`config.mk`:
```
export PLATFORM = sky130hd
export DESIGN_NAME = alu_result_serializer
export DESIGN_NICKNAME = d
export VERILOG_FILES = /design/src/rtl/alu_result_serializer_pkg.sv /design/src/rtl/alu_result_serializer_sync_fifo.sv /design/src/rtl/alu_result_serializer.sv
export SDC_FILE = /design/constraint.sdc
export NUM_CORES = 1
export LEC_CHECK = 0
export ABC_AREA = 1
export CORE_MARGIN = 10
export CORE_UTILIZATION = 25
export CTS_CLUSTER_DIAMETER = 40
export DETAILED_ROUTE_END_ITERATION = 10
export GPL_TIMING_DRIVEN = 1
export PLACE_DENSITY_LB_ADDON = 0.3
export SYNTH_ARGS = -nofsm -noshare
export SYNTH_HDL_FRONTEND = slang
export SYNTH_HIERARCHICAL = 1
export SYNTH_SLANG_ARGS = --single-unit
```
`constraint.sdc`:
```
create_clock -name CLK -period 10.15 [get_ports CLK]
set_input_delay 1.5225 -clock CLK [delete_from_list [all_inputs] [get_ports CLK]]
set_output_delay 1.5225 -clock CLK [all_outputs]
set_load 0.005 [all_outputs]
```
`src/rtl/alu_result_serializer_pkg.sv`:
```
// Shared definitions for the ALU result serializer.
// Frame header layout, byte width and FSM state encoding.
package alu_result_serializer_pkg;

    localparam int BYTE_W = 8;
    localparam logic [3:0] FRAME_HDR_NIBBLE = 4'hA;

    typedef enum logic [1:0] {
        ST_IDLE = 2'd0,
        ST_HDR  = 2'd1,
        ST_DATA = 2'd2
    } state_t;

    function automatic logic [7:0] frame_hdr(input logic carry);
        return {FRAME_HDR_NIBBLE, 3'b000, carry};
    endfunction

endpackage

```
`src/rtl/alu_result_serializer_sync_fifo.sv`:
```
// Small synchronous FIFO with show-ahead read data.
// Push while full is accepted only when a pop frees a slot.
module sync_fifo #(
    parameter int WIDTH = 33,
    parameter int DEPTH = 4,
    localparam int AW = $clog2(DEPTH),
    localparam int CW = AW + 1
) (
    input  logic             clk,
    input  logic             rst_n,
    input  logic             push,
    input  logic             pop,
    input  logic [WIDTH-1:0] wdata,
    output logic [WIDTH-1:0] rdata,
    output logic             full,
    output logic             empty,
    output logic [CW-1:0]    count
);

    logic [WIDTH-1:0] mem [DEPTH];
    logic [AW-1:0]    wr_ptr;
    logic [AW-1:0]    rd_ptr;
    logic             do_push;
    logic             do_pop;

    assign full    = (count == CW'(DEPTH));
    assign empty   = (count == '0);
    assign do_pop  = pop && !empty;
    assign do_push = push && (!full || do_pop);
    assign rdata   = mem[rd_ptr];

    // Storage array; contents need no reset since count gates every read.
    always_ff @(posedge clk) begin
        if (do_push) mem[wr_ptr] <= wdata;
    end

    // Pointers wrap naturally at the power-of-two depth.
    always_ff @(posedge clk or negedge rst_n) begin
        if (!rst_n) begin
            wr_ptr <= '0;
            rd_ptr <= '0;
            count  <= '0;
        end else begin
            if (do_push) wr_ptr <= wr_ptr + AW'(1);
            if (do_pop)  rd_ptr <= rd_ptr + AW'(1);
            unique case ({do_push, do_pop})
                2'b10:   count <= count + CW'(1);
                2'b01:   count <= count - CW'(1);
                default: count <= count;
            endcase
        end
    end

endmodule

```
`src/rtl/alu_result_serializer.sv`:
```
// Buffers ALU results and streams each one as a header+data byte frame.
// Back-to-back frames chain without an idle cycle.
module alu_result_serializer
    import alu_result_serializer_pkg::*;
#(
    parameter int OUT_DATA_WIDTH = 32,
    parameter int FIFO_DEPTH     = 4,
    parameter int DROP_CNT_WIDTH = 8
) (
    input  logic                      CLK,
    input  logic                      RST,
    input  logic [OUT_DATA_WIDTH-1:0] Arith_OUT,
    input  logic                      Carry_OUT,
    input  logic                      Arith_Flag,
    input  logic                      TX_READY,
    output logic [7:0]                TX_DATA,
    output logic                      TX_VALID,
    output logic                      TX_LAST,
    output logic                      FIFO_FULL,
    output logic [DROP_CNT_WIDTH-1:0] DROP_CNT,
    output logic                      BUSY
);

    localparam int NB = OUT_DATA_WIDTH / BYTE_W;
    localparam int IW = (NB > 1) ? $clog2(NB) : 1;
    localparam int CW = $clog2(FIFO_DEPTH) + 1;

    state_t                    state;
    state_t                    state_nxt;
    logic [OUT_DATA_WIDTH:0]   fifo_rdata;
    logic                      fifo_full;
    logic                      fifo_empty;
    logic [CW-1:0]             fifo_count;
    logic                      pop;
    logic [OUT_DATA_WIDTH-1:0] data_q;
    logic                      carry_q;
    logic [IW-1:0]             idx;
    logic                      idx_last;

    sync_fifo #(
        .WIDTH(OUT_DATA_WIDTH + 1),
        .DEPTH(FIFO_DEPTH)
    ) u_fifo (
        .clk  (CLK),
        .rst_n(RST),
        .push (Arith_Flag),
        .pop  (pop),
        .wdata({Carry_OUT, Arith_OUT}),
        .rdata(fifo_rdata),
        .full (fifo_full),
        .empty(fifo_empty),
        .count(fifo_count)
    );

    assign idx_last  = (idx == IW'(NB - 1));
    assign FIFO_FULL = fifo_full;
    assign BUSY      = (state != ST_IDLE) || (fifo_count != '0);

    // Frame state register.
    always_ff @(posedge CLK or negedge RST) begin
        if (!RST) state <= ST_IDLE;
        else      state <= state_nxt;
    end

    // Next state, FIFO pop and link outputs.
    always_comb begin
        state_nxt = state;
        pop       = 1'b0;
        TX_VALID  = 1'b0;
        TX_LAST   = 1'b0;
        TX_DATA   = 8'h00;
        unique case (state)
            ST_IDLE: begin
                if (!fifo_empty) begin
                    pop       = 1'b1;
                    state_nxt = ST_HDR;
                end
            end
            ST_HDR: begin
                TX_VALID = 1'b1;
                TX_DATA  = frame_hdr(carry_q);
                if (TX_READY) state_nxt = ST_DATA;
            end
            ST_DATA: begin
                TX_VALID = 1'b1;
                TX_LAST  = idx_last;
                TX_DATA  = data_q[OUT_DATA_WIDTH-1 -: BYTE_W];
                if (TX_READY && idx_last) begin
                    if (!fifo_empty) begin
                        pop       = 1'b1;
                        state_nxt = ST_HDR;
                    end else begin
                        state_nxt = ST_IDLE;
                    end
                end
            end
            default: state_nxt = ST_IDLE;
        endcase
    end

    // Load a result on pop; shift out one byte per accepted data beat.
    always_ff @(posedge CLK or negedge RST) begin
        if (!RST) begin
            data_q  <= '0;
            carry_q <= 1'b0;
            idx     <= '0;
        end else if (pop) begin
            data_q  <= fifo_rdata[OUT_DATA_WIDTH-1:0];
            carry_q <= fifo_rdata[OUT_DATA_WIDTH];
            idx     <= '0;
        end else if (state == ST_DATA && TX_READY) begin
            data_q  <= data_q << BYTE_W;
            idx     <= idx + IW'(1);
        end
    end

    // Count results lost because no slot was free; saturates.
    always_ff @(posedge CLK or negedge RST) begin
        if (!RST) begin
            DROP_CNT <= '0;
        end else if (Arith_Flag && fifo_full && !pop && (DROP_CNT != '1)) begin
            DROP_CNT <= DROP_CNT + DROP_CNT_WIDTH'(1);
        end
    end

endmodule

```
# Yosys cells after proc, flatten, opt, wreduce, memory -nomap -nowiden
# Memories as Yosys holds them, arrays and structs flattened.
# Cells that the tools add are included.
totals:
  register_bits: 52
  mem_bits_rw: 132
  memories: 1
  word_cells: 63
  output_inout_bits: 20
  inputBits: 37
classes:
  n_mux: 18
  eq_ne: 10
  add_sub_neg: 6
  n_reduce_logical: 20
mem_list:
  columns: ["name", "depth", "word_bits", "read_ports", "rd_ports_with_merged_regs", "wr", "line", "source"]
  rows:
  - ["u_fifo.mem", 4, 33, 1, 0, 1, "alu_result_serializer_sync_fifo.sv:20", "logic [WIDTH-1:0] mem [DEPTH];"]
op_table:
  columns: ["op", "n"]
  rows:
  - ["32-bit two-way mux", 2]
  - ["8-bit case mux with 2 select lines", 1]
  - ["2-bit two-way mux", 5]
  - ["8-bit by 1-bit adder with 8-bit output, second input constant", 1]
  - ["8-bit != test, second input constant", 1]
  - ["1-bit logical AND", 7]
  - ["1-bit two-way mux", 7]
  - ["2-bit by 1-bit adder with 2-bit output, second input constant", 3]
  - ["2-bit equality test, second input constant", 3]
  - ["2-bit != test, second input constant", 3]
  - ["2-bit case mux with 3 select lines", 1]
  - ["3-bit case mux with 2 select lines", 1]
  - ["2-bit nonzero test", 3]
  - ["2-bit by 1-bit equality test with 1-bit output, second input constant", 2]
  - ["3-bit by 1-bit adder with 3-bit output, second input constant", 1]
  - ["3-bit equality test, second input constant", 1]
  - ["1-bit zero test", 3]
  - ["3-bit zero test", 1]
  - ["3-bit AND reduction", 1]
  - ["3-bit nonzero test", 1]
  - ["3-bit by 1-bit subtractor with 3-bit output, second input constant", 1]
  - ["2-bit zero test", 1]
  - ["1-bit logical OR", 2]
  - ["1-bit case mux with 2 select lines", 1]
  - ["2-bit OR reduction", 1]

# Longest topological paths before layout
# Gate-level depths: netlist of run 1.
logic_depth:
  ltp_word: 9
  ltp_mapped: 18
  mapped_depth_nobuf: 17

# Modules after synthesis
# The synthesis of run 1 kept the hierarchy.
by_module_without_submodules:
  columns: ["module", "instances", "cells_each", "area_each_um2", "seq_area_each_um2"]
  rows:
  - ["sync_fifo", 1, 416, 5471.5, 4139.0]
  - ["alu_result_serializer", 1, 302, 2364.8, 1126.1]

# Least setup slack after synthesis of run 1
# Ideal clock, no wire load.
synth_timing:
  path_kind: "input to register"
  startpoint: "input TX_READY"
  endpoint: "memory u_fifo.mem[0][0] (enable)"
  path_stages: 9
  t_arrival_ps: 3708
  path_slack_ps: 6019
  path_cell_list: "nand2_1 > inv_1 > nand2_1 > nand2_4 > buf_4 > inv_1 > nand3_1 > nand2_2 > nor2_1"
synth_between:
  elab_chain_cells: 8
synth_rtl:
  columns: ["element", "line", "source"]
  rows:
  - ["start, declared", "alu_result_serializer.sv:15", "input logic TX_READY,"]
  - ["1-bit logical AND", "alu_result_serializer.sv:88", "if (TX_READY && idx_last) begin"]
  - ["1-bit two-way mux", "alu_result_serializer.sv:88", null]
  - ["1-bit case mux with 2 select lines", "alu_result_serializer.sv:72", "unique case (state)"]
  - ["named net pop", "alu_result_serializer.sv:34", "logic pop;"]
  - ["1-bit logical AND", "alu_result_serializer_sync_fifo.sv:28", "assign do_pop = pop && !empty;"]
  - ["1-bit logical OR", "alu_result_serializer_sync_fifo.sv:29", "assign do_push = push && (!full || do_pop);"]
  - ["1-bit logical AND", "alu_result_serializer_sync_fifo.sv:29", null]
  - ["1-bit two-way mux", "alu_result_serializer_sync_fifo.sv:34", "if (do_push) mem[wr_ptr] <= wdata;"]
  - ["1-bit two-way mux (not written as such)", "alu_result_serializer_sync_fifo.sv:34", null]
  - ["end, declared", "alu_result_serializer_sync_fifo.sv:20", null]
# The timed path passes the listed nets, and every way through them passes these cells.

# Worst setup path after layout of run 1
layout_timing:
  startpoint: "input TX_READY"
  endpoint: "memory u_fifo.mem[3][8] (enable)"
layout_between:
  elab_chain_cells: 8
layout_rtl:
  columns: ["element", "line"]
  rows:
  - ["1-bit logical AND", "alu_result_serializer.sv:88"]
  - ["1-bit two-way mux", "alu_result_serializer.sv:88"]
  - ["1-bit case mux with 2 select lines", "alu_result_serializer.sv:72"]
  - ["1-bit logical AND", "alu_result_serializer_sync_fifo.sv:28"]
  - ["1-bit logical OR", "alu_result_serializer_sync_fifo.sv:29"]
  - ["1-bit logical AND", "alu_result_serializer_sync_fifo.sv:29"]
  - ["1-bit two-way mux", "alu_result_serializer_sync_fifo.sv:34"]
  - ["1-bit two-way mux (not written as such)", "alu_result_serializer_sync_fifo.sv:34"]
# Every way passes these cells.

==> flow_summary.toml, run 1 <==
[global_routing]
grt_pass1_vias = 4984
grt_pass1_wl_um = 27100
antenna_found_initial = 0
grt_use_total_pct = 8.86
grt_overflow = 0
grt_start_max_net_pins = 69

[detailed_routing]
wl_per_cell_um = 14.4
wirelength_um = 16900
viasPerCell = 4.18
dr.first_iter.drc_count = 252
first_pass_iters = 4
ant_nets = 0
vias = 4898
remaining_drc_errors = 0

[final_layout]
diodes = 0
final_util_pct = 30.1
area_growth_pct = 18.2
nFillCells = 3182
fin_cells = 1171
nets = 813
drive_gt1_share_pct = 6.71

[placement]
globalplace.congestion = 0.728
io_buffers = 56
dp.cells = 1140
dp_hpwl_um = 10100

[setup_path]
cp.arrival_ns = 4.00
crit_family = "simple AND/OR/NAND/NOR gates"
start_kind = "primary input"
path_class = "primary input to flop"
worstPathRequired_ns = 10.19
max_stage_delay_ns = 0.90
worstPathMaxFanout = 38
crit_slowest_cell = "nor2_4"
crit_chain = "clkdlybuf4s50_1, nand2_1, inv_1, nand2_1, nand2_4, inv_1, nand3_1, nand2_2, nor2_4"
critPathBufInv = 3
end_kind = "flop"

[timing]
tightest_slew_ns = 1.14
final_hold_viol_count = 0
worst_hold_slack_ns = 0.477
final_max_slew_viol_count = 0
clock_skew_ns = 0.00876
relSlewSlack_pct = 24.1
rsz0062_at_grt = "false"
setup_viol = 0
period_share_pct = 39.0
fin_crit_ns = 3.96
max_freq_mhz = 252
setup_tns_ns = 0

[power_and_ir_drop]
irDropWorstVdd_uv = 175
p_per_area_mw_per_mm2 = 288
leakagePower_nw = 3.55
p_total_w = 0.00267

[cts]
htree_levels = 4
cts_buffers = 17
post_cts_buffers = 0
root_buffer = "clkbuf_16"
clk_pin_slew_ns = 0.07
cts.sinks = 184
clk_latency_ns = 0.42
clockBufferDepth = 2
cts_resized = 0
cts_tree = "done"
ctsHoldBuffers = 0

[synth]
syn_inst = 718
avgSynthCellArea_um2 = 10.9
ys_warn_count = 6
syn_nets = 768
synth_cell_types = 30
ys_ff_latch = 184
synth_area_mm2 = 0.00784
synth-seq-area-share_pct = 67.2

[floorplan]
core_area_mm2 = 0.0307
initial_core_util_pct = 25.5
dieHeight_um = 197
boundaryPins = 57
fp-row-count = 64
die-area_mm2 = 0.0388
die_x_um = 197

[run]
max-cap-violations = 0

[worst_hold_path]
min_path_type = "flop to flop"

[run_status]
status = "finished, final reports clean"
[cells in the mapped netlist]
library cell / n / area share (%)
buf_2: 9 / 0.57
clkbuf_2: 3 / 0.19
buf_4: 6 / 0.57
nor2_8: 1 / 0.26
inv_2: 2 / 0.096
nand2_4: 1 / 0.14
o21ai_1: 80 / 5.1
buf_6: 13 / 1.9
a21oi_1: 6 / 0.38
ha_1: 12 / 1.9
xor2_1: 2 / 0.22
nand4_1: 1 / 0.080
nand3b_1: 1 / 0.096
inv_1: 35 / 1.7
nand3_2: 4 / 0.51
nor2_4: 1 / 0.14
clkbuf_1: 2 / 0.096
nor2_1: 112 / 5.4
edfxtp_1: 132 / 51
inv_4: 1 / 0.080
clkinv_2: 1 / 0.064
nand2_2: 3 / 0.24
nor3_1: 2 / 0.13
dfrtp_1: 52 / 17
fa_1: 1 / 0.26
nor2_2: 2 / 0.16
nand2_1: 153 / 7.3
nand3_1: 50 / 3.2
o21ai_0: 27 / 1.7
xnor2_1: 3 / 0.34
[through the flow]
stage               instance area [um^2]  setup slack, ns
floorplan                           7840             6.02
global placement                    8680             5.77
detailed placement                  8680             5.69
CTS                                 9260             6.14
global route                        9260             5.95
finish                              9260             6.19
[area by class of cell]
cell class	instances	area (um^2)	share of cell area [%]
inverter	39	150	1.62
sequential	184	5270	56.9
timing repair buffer	59	578	6.24
multi-input combinational	462	2190	23.7
clock inverter	12	145	1.57
tap	396	495	5.35
clock buffer	19	433	4.68
[tightest hold or removal path, cell delays in order (launching register included)]
cell,delay [ns]
dfrtp_1,0.34
nand2_1,0.06
nand2_1,0.05
[power breakdown]
part	leakage, nW	switching, W	internal [W]
registers	1.86	0.0000905	0.00102
clock network	0.282	0.000283	0.000367
logic	1.41	0.000610	0.000293
[sequential cells by signal, indices dropped and copies added (netlist names)]
register and count:
u_fifo/mem 132, data_q 32, DROP_CNT 8, u_fifo/count 3, idx 2, state 2
u_fifo/rd_ptr 2, u_fifo/wr_ptr 2, carry_q 1
[layout by cell type (no fill, tap or decap), drive strengths merged]
cell,instances
nand2,157
fa,1
bufinv,2
clkinv,7
xor2,2
edfxtp,132
nor3,2
dfrtp,52
inv,42
nand3,54
buf,4
clkdlybuf4s50,55
nand3b,1
nand4,1
clkbuf,19
ha,12
xnor2,3
nor2,116
a21oi,6
o21ai,107
[path summary, 6_finish.rpt]
path,startpoint,endpoint,slack [ns],depth (start not counted)
max,TX_READY,u_fifo/mem[3][8],6.19,9
min,data_q[7],data_q[7],0.48,2
max reg2reg,state[0],u_fifo/mem[3][8],6.85,10
max in group asynchronous,RST,u_fifo/rd_ptr[0],8.42,2
min in group asynchronous,RST,u_fifo/count[0],1.23,2
min reg2reg,data_q[7],data_q[7],0.48,2
[cells by family (layout without fill, tap and decap cells)]
kind of cell / count (synthesis) / after routing / share of synthesized area [%]
compound gates: 113 / 113 / 7.22
xor+xnor: 5 / 5 / 0.559
fa+ha+maj: 13 / 13 / 2.17
buf+inv: 72 / 129 / 5.22
flops: 184 / 184 / 67.2
simple gates: 331 / 331 / 17.6
[layer usage]
metal | vias to the layer above | track usage [%] | wire length, um
li1 | 2522 | - | -
met3 | 4 | 2.98 | 803
met2 | 71 | 14.1 | 7850
met4 | 0 | 1.99 | 73
met5 | - | 0 | 0
met1 | 2301 | 11.4 | 8140
(Power assumes the default switching activity.)
==> run 2: changes to the inputs <==
==> constraint.sdc (replaced) <==
create_clock -name CLK -period 3.5 [get_ports CLK]
set_input_delay 0.525 -clock CLK [delete_from_list [all_inputs] [get_ports CLK]]
set_output_delay 0.525 -clock CLK [all_outputs]
set_load 0.005 [all_outputs]
==> run 2 against run 1 <==
Combinational power rose to 2.9 times the previous value. Hold slack got worse by 0.33 ns. Register-to-register slack worse by 6.3 ns. Sequential power rose to 2.9 times the previous value. Die area is the same. Global-route usage up 0.20 points. Cell count is 0.77% higher. Critical path depth rose by 7. Sequential cell count is the same. Sequential share of layout area is 0.68 points lower. Design area grew 1.2%. Power rose to 2.9 times the previous value. Critical path type is now flop to flop. Critical endpoint is now u_fifo/count[2].
==> flow_summary.toml, run 2 (synthesized netlist as in run 1, its figures left out) <==
[worst_hold_path]
min_path_type = "primary input to async pin"

[global_routing]
antenna_found_initial = 0
grt_start_max_net_pins = 69
grt_overflow = 0
grt_pass1_wl_um = 27400
grt_use_total_pct = 9.06
grt_pass1_vias = 5012

[final_layout]
final_common_cell = "nand2_1"
nets = 820
largestRegisters = "u_fifo/mem: 132 flops, data_q: 32 flops, DROP_CNT: 8 flops"
top_register = "u_fifo/mem"
area_growth_pct = 19.6
nFillCells = 3238
final_util_pct = 30.5
final_cell_mix = "nand2_1 (153), edfxtp_1 (132), nor2_1 (108)"
drive_gt1_share_pct = 8.17
largest_reg_flops = 132
fin_cells = 1180

[placement]
place_ws_ns = 0.508
globalplace.congestion = 0.731
dp.cells = 1147
io_buffers = 56
dp_hpwl_um = 10600

[power_and_ir_drop]
sw_frac_of_total_pct = 38.3
p_total_w = 0.00783
power_frac_comb_pct = 33.8
p_switching_w = 0.00300
leakagePower_nw = 3.61
irDropWorstVdd_uv = 361
seqPwrFrac_pct = 41.4
internal_power_w = 0.00483
clockPowerShare_pct = 24.8
p_per_area_mw_per_mm2 = 836

[timing]
final_hold_viol_count = 0
relSlewSlack_pct = 51.2
final_max_slew_viol_count = 0
fin_crit_ns = 2.90
setup_viol = 0
period_share_pct = 83.0
max_freq_mhz = 344
tightest_slew_ns = 0.733
clock_skew_ns = 0.00958
setup_ws_ns = 0.596
setup_tns_ns = 0
rsz0062_at_grt = "false"

[run_status]
status = "finished, final reports clean"

[floorplan]
die-area_mm2 = 0.0388
boundaryPins = 57
core_area_mm2 = 0.0307
dieHeight_um = 197
initial_core_util_pct = 25.5
fp-row-count = 64
die_x_um = 197

[detailed_routing]
remaining_drc_errors = 0
wirelength_um = 17000
ant_nets = 0
dr.first_iter.drc_count = 291
viasPerCell = 4.23
first_pass_iters = 4
vias = 4993
wl_per_cell_um = 14.4

[setup_path]
critPathBufInv = 5
worstPathMaxFanout = 37
r2r_end = "u_fifo/count[2]"
r2r_cells = 16
crit_slowest_cell = "dfrtp_1"
crit_family = "adder cells"
worstReg2RegStart = "state[0]"
regToRegSetupSlack_ns = 0.60
cp.arrival_ns = 3.23
end_kind = "flop"
worstPathRequired_ns = 3.82
max_stage_delay_ns = 0.42
crit_chain = "inv_1, ha_1, inv_1, nor2_1, nand2_1, nand2_4, buf_4, nand2_1, inv_1, ha_1, inv_1, fa_1, nand2_1, nand3_1, nand2_1, nand2_1"
start_kind = "flop"
path_class = "flop to flop"
cp_common_cell = "nand2_1"

[cts]
cts_buffers = 17
htree_levels = 4
cts_tree = "done"
cts_resized = 0
clockBufferDepth = 2
post_cts_buffers = 0
root_buffer = "clkbuf_16"
cts.sinks = 184
clk_latency_ns = 0.44
ctsHoldBuffers = 0
clk_pin_slew_ns = 0.07

[run]
max-cap-violations = 0
run 2: changes by cell type in the layout (fill, tap and decap cells not counted), moves of 2 or more:
cell	before	now
buf_4	3	9
clkinv_8	0	6
bufinv_16	2	0
clkbuf_1	2	0
clkinv_1	2	0
clkinv_4	4	2
inv_12	0	2
inv_6	1	3
run 2: layout make-up:
type                       count  area, um^2  area share [%]
multi-input combinational    462        2190            23.4
clock inverter                15         196            2.10
sequential                   184        5270            56.2
clock buffer                  17         425            4.54
timing repair buffer          66         643            6.86
antenna                        1        2.50          0.0267
inverter                      39         150            1.60
tap                          396         495            5.29
run 2: power groups by stage:
stage	sequential [W]	combinational [W]	clock, W
after detailed placement	0.00329	0.00272	0
after global placement	0.00328	0.00269	0
after CTS	0.00324	0.00273	0.00200
final	0.00324	0.00265	0.00194
after floorplan	0.00320	0.00208	0
after global routing	0.00330	0.00308	0.00209
run 2: worst max path at each step:
stage	start	endpoint	slack, ns	cells after the start
final	state[0]	u_fifo/count[2]	0.60	16
after global routing	state[0]	u_fifo/count[2]	0.28	16
after CTS	state[0]	u_fifo/count[2]	0.58	16
after detailed placement	TX_READY	u_fifo/count[2]	0.51	15
after global placement	TX_READY	u_fifo/count[2]	0.56	15
after floorplan	state[0]	u_fifo/mem[0][0]	0.14	11
run 2: stage by stage:
step | area (um^2) | hold slack, ns
after global placement | 8750 | 0.461
after detailed placement | 8750 | 0.464
after floorplan | 7840 | 0.229
final | 9370 | 0.145
after global routing | 9370 | 0.197
after CTS | 9370 | 0.167
run 2: per-layer routing:
metal	part of all wire, %	wire length (um)	track usage [%]
met3	5.2	881	3.03
met4	0.84	142	2.31
met1	47	8050	11.8
met2	47	7890	14.1
met5	0	0	0
==> RTL change: new RTL, flow settings as in run 2 <==
Re-encode `state_t` (3 states) as one-hot, 3 bits wide.
--- a/src/rtl/alu_result_serializer_pkg.sv
+++ b/src/rtl/alu_result_serializer_pkg.sv
@@ -7,6 +7,6 @@
 
-    typedef enum logic [1:0] {
-        ST_IDLE = 2'd0,
-        ST_HDR  = 2'd1,
-        ST_DATA = 2'd2
+    typedef enum logic [2:0] {
+        ST_IDLE = 3'b001,
+        ST_HDR  = 3'b010,
+        ST_DATA = 3'b100
     } state_t;
Formal check against the unedited RTL: no difference found for any inputs over 10 cycles, from zero or initial values and one cycle with RST low; not proved beyond that.
==> RTL change against run 2 <==
Cell count barely moved; setup slack gained 0.24 ns; critical endpoint unchanged; synthesized area hardly changed; count of clock-buffer cells in the layout unchanged; die area hardly changed; final area grew 0.29%; fmax up 8.8%; sequential cell count up 1; power decreased by 0.35%; wire length increased by 3.3%.
==> RTL change: results (changes against run 2) <==
[setup_path]
worst_r2r_startpoint=u_fifo/count[0]$_DFFE_PN0P_  ; was state[0]$_DFFE_PN0P_
arrival_ns=3.00  ; was 3.23 ns
crit_path_max_fanout=7  ; was 37

[layout]
final_cell_count_no_fill=1179  ; was 1180
largest_registers=u_fifo/mem: 132 flops, data_q: 32 flops, DROP_CNT: 8 flops  ; unchanged
nFillCells=3209  ; was 3238
design.final.nets=815  ; was 820
layout-drive-gt1-share=0.0881  ; was 0.0817
insertedDiodeCount=0  ; was 1

[global_routing]
grt_first_pass_wirelength_um=28500  ; was 27400 um
grt_pass1_vias=5091  ; was 5012
antenna_found_initial=0  ; unchanged
pin_count_of_the_biggest_net_entering_global_routing=69  ; unchanged
grt_use_total=0.0937  ; was 0.0906

[detailed_routing]
post_route_met1_wirelength_um=8560  ; was 8050 um
dr.first_iter.drc_count=343  ; was 291
detailroute.wirelength.met2_um=8000  ; was 7890 um
firstDrtPassIters=5  ; was 4
drt_wl_total_um=17500  ; was 17000 um
met3RoutedLength_um=809  ; was 881 um
dr_total_vias=5087  ; was 4993

[power]
leakagePower_nw=3.60  ; was 3.61 nW
sw_frac_of_total=0.373  ; was 0.383
irDropWorstVdd_mv=0.444  ; was 0.361 mV

[placement]
finalWeightedCongestion=0.761  ; was 0.731
portBuffers=56  ; unchanged
dpl.cell_count=1147  ; unchanged
place.detailed.hpwl_um=11100  ; was 10600 um

[synth]
top_cells_by_area_in_the_synthesized_netlist=edfxtp_1, dfrtp_1, nand2_1  ; unchanged
syn-num-nets=758  ; was 768
synth-xor-area-share=0.00670  ; was 0.00559
ys_seq_area_frac=0.675  ; was 0.672
post_synth_most_frequent_cells=nand2_1, edfxtp_1, nor2_1, o21ai_1, nand3_1  ; was nand2_1, edfxtp_1, nor2_1, o21ai_1, dfrtp_1
synthArstFlopShare=0.286  ; was 0.283
yosys.area_share.adder=0.0137  ; was 0.0217
edff_count_synth=132  ; unchanged
synthDistinctLibCells=34  ; was 30
synthesis.instances=713  ; was 718
most_common_flop_cell_mapped_by_yosys=edfxtp_1  ; unchanged
synth_compound_gate_area_share=0.0692  ; was 0.0722

[cts]
post_cts_resize_count=0  ; unchanged
cts.repair_timing.setup_buffer_count=0  ; unchanged
cts_max_path_buffers=2  ; unchanged
clkSlewWorstSetupHoldPaths_ns=0.07  ; about the same
worst_skew_pair.late_latency_ns=0.44  ; about the same

[hold_path]
hold_class=in2async  ; unchanged

[run_status]
run_status=finished clean  ; unchanged

[sta]
setup_tns_ns=0  ; unchanged
slew_headroom=0.452  ; was 0.512
fin_skew_ns=0.0101  ; was 0.00958 ns

==> RTL change: routing by layer <==
metal / vias to the layer above / global-route usage
li1: 2532 / -
met1: 2451 / 0.126
met2: 92 / 0.145
met3: 12 / 0.0261
met4: 0 / 0.0248
met5: - / 0
==> RTL change: area by class of cell <==
cell class,count,area [um2],share of cell area
Clock buffer,17,425,0.0453
Multi-Input combinational cell,460,2170,0.231
Tap cell,396,495,0.0527
Sequential cell,185,5290,0.563
Inverter,35,134,0.0142
Timing Repair Buffer,71,668,0.0711
Clock inverter,15,216,0.0230
==> RTL change: critical path: stages (launching register included) <==
cell and delay [ns]:
dfrtp_1 0.43, nor2_1 0.16, nand2_1 0.13, inv_1 0.13
inv_1 0.08, nand3_1 0.17, nand2_4 0.07, inv_1 0.05
nand3_1 0.13, nand2_2 0.26, ha_1 0.22, inv_1 0.07
fa_1 0.38, nand2_1 0.10, nand3_1 0.08, nand2_1 0.06
nand2_1 0.05
==> RTL change: logic make-up after synthesis <==
family,count (synthesis)
buffers and inverters,68
flip-flops,185
adder cells (fa/ha/maj),8
XOR/XNOR,6
AND/OR/NAND/NOR,339
AO/OA/AOI/OAI,107
==> RTL change: power by group through the flow <==
stage          sequential, W  combinational (W)  clock [W]
2_1_floorplan        0.00321            0.00197          0
3_3_place_gp         0.00326            0.00256          0
3_5_place_dp         0.00327            0.00258          0
4_1_cts              0.00322            0.00259    0.00210
5_1_grt              0.00328            0.00293    0.00219
6_report             0.00322            0.00253    0.00205
==> RTL change: stage by stage <==
step | instance area, um2 | total power (W) | setup slack, ns | utilization
after global routing | 9400 | 0.00841 | 0.514 | 0.306
after global placement | 8760 | 0.00582 | 0.761 | 0.285
final | 9400 | 0.00780 | 0.831 | 0.306
after detailed placement | 8760 | 0.00585 | 0.684 | 0.285
after CTS | 9400 | 0.00791 | 0.819 | 0.306
after floorplan | 7840 | 0.00518 | 0.218 | -
==> RTL change: worst paths after layout <==
| kind | endpoint | slack [ns] | depth (start not counted) |
|---|---|---|---|
| max | u_fifo/count[2]$_DFFE_PN0P_ | 0.83 | 16 |
| min | DROP_CNT[2]$_DFFE_PN0P_ | 0.05 | 1 |
| max reg2reg | u_fifo/count[2]$_DFFE_PN0P_ | 0.83 | 16 |
| min reg2reg | data_q[3]$_DFFE_PN0P_ | 0.48 | 2 |
| max in group asynchronous | data_q[2]$_DFFE_PN0P_ | 2.76 | 2 |
| min in group CLK | data_q[3]$_DFFE_PN0P_ | 0.48 | 2 |
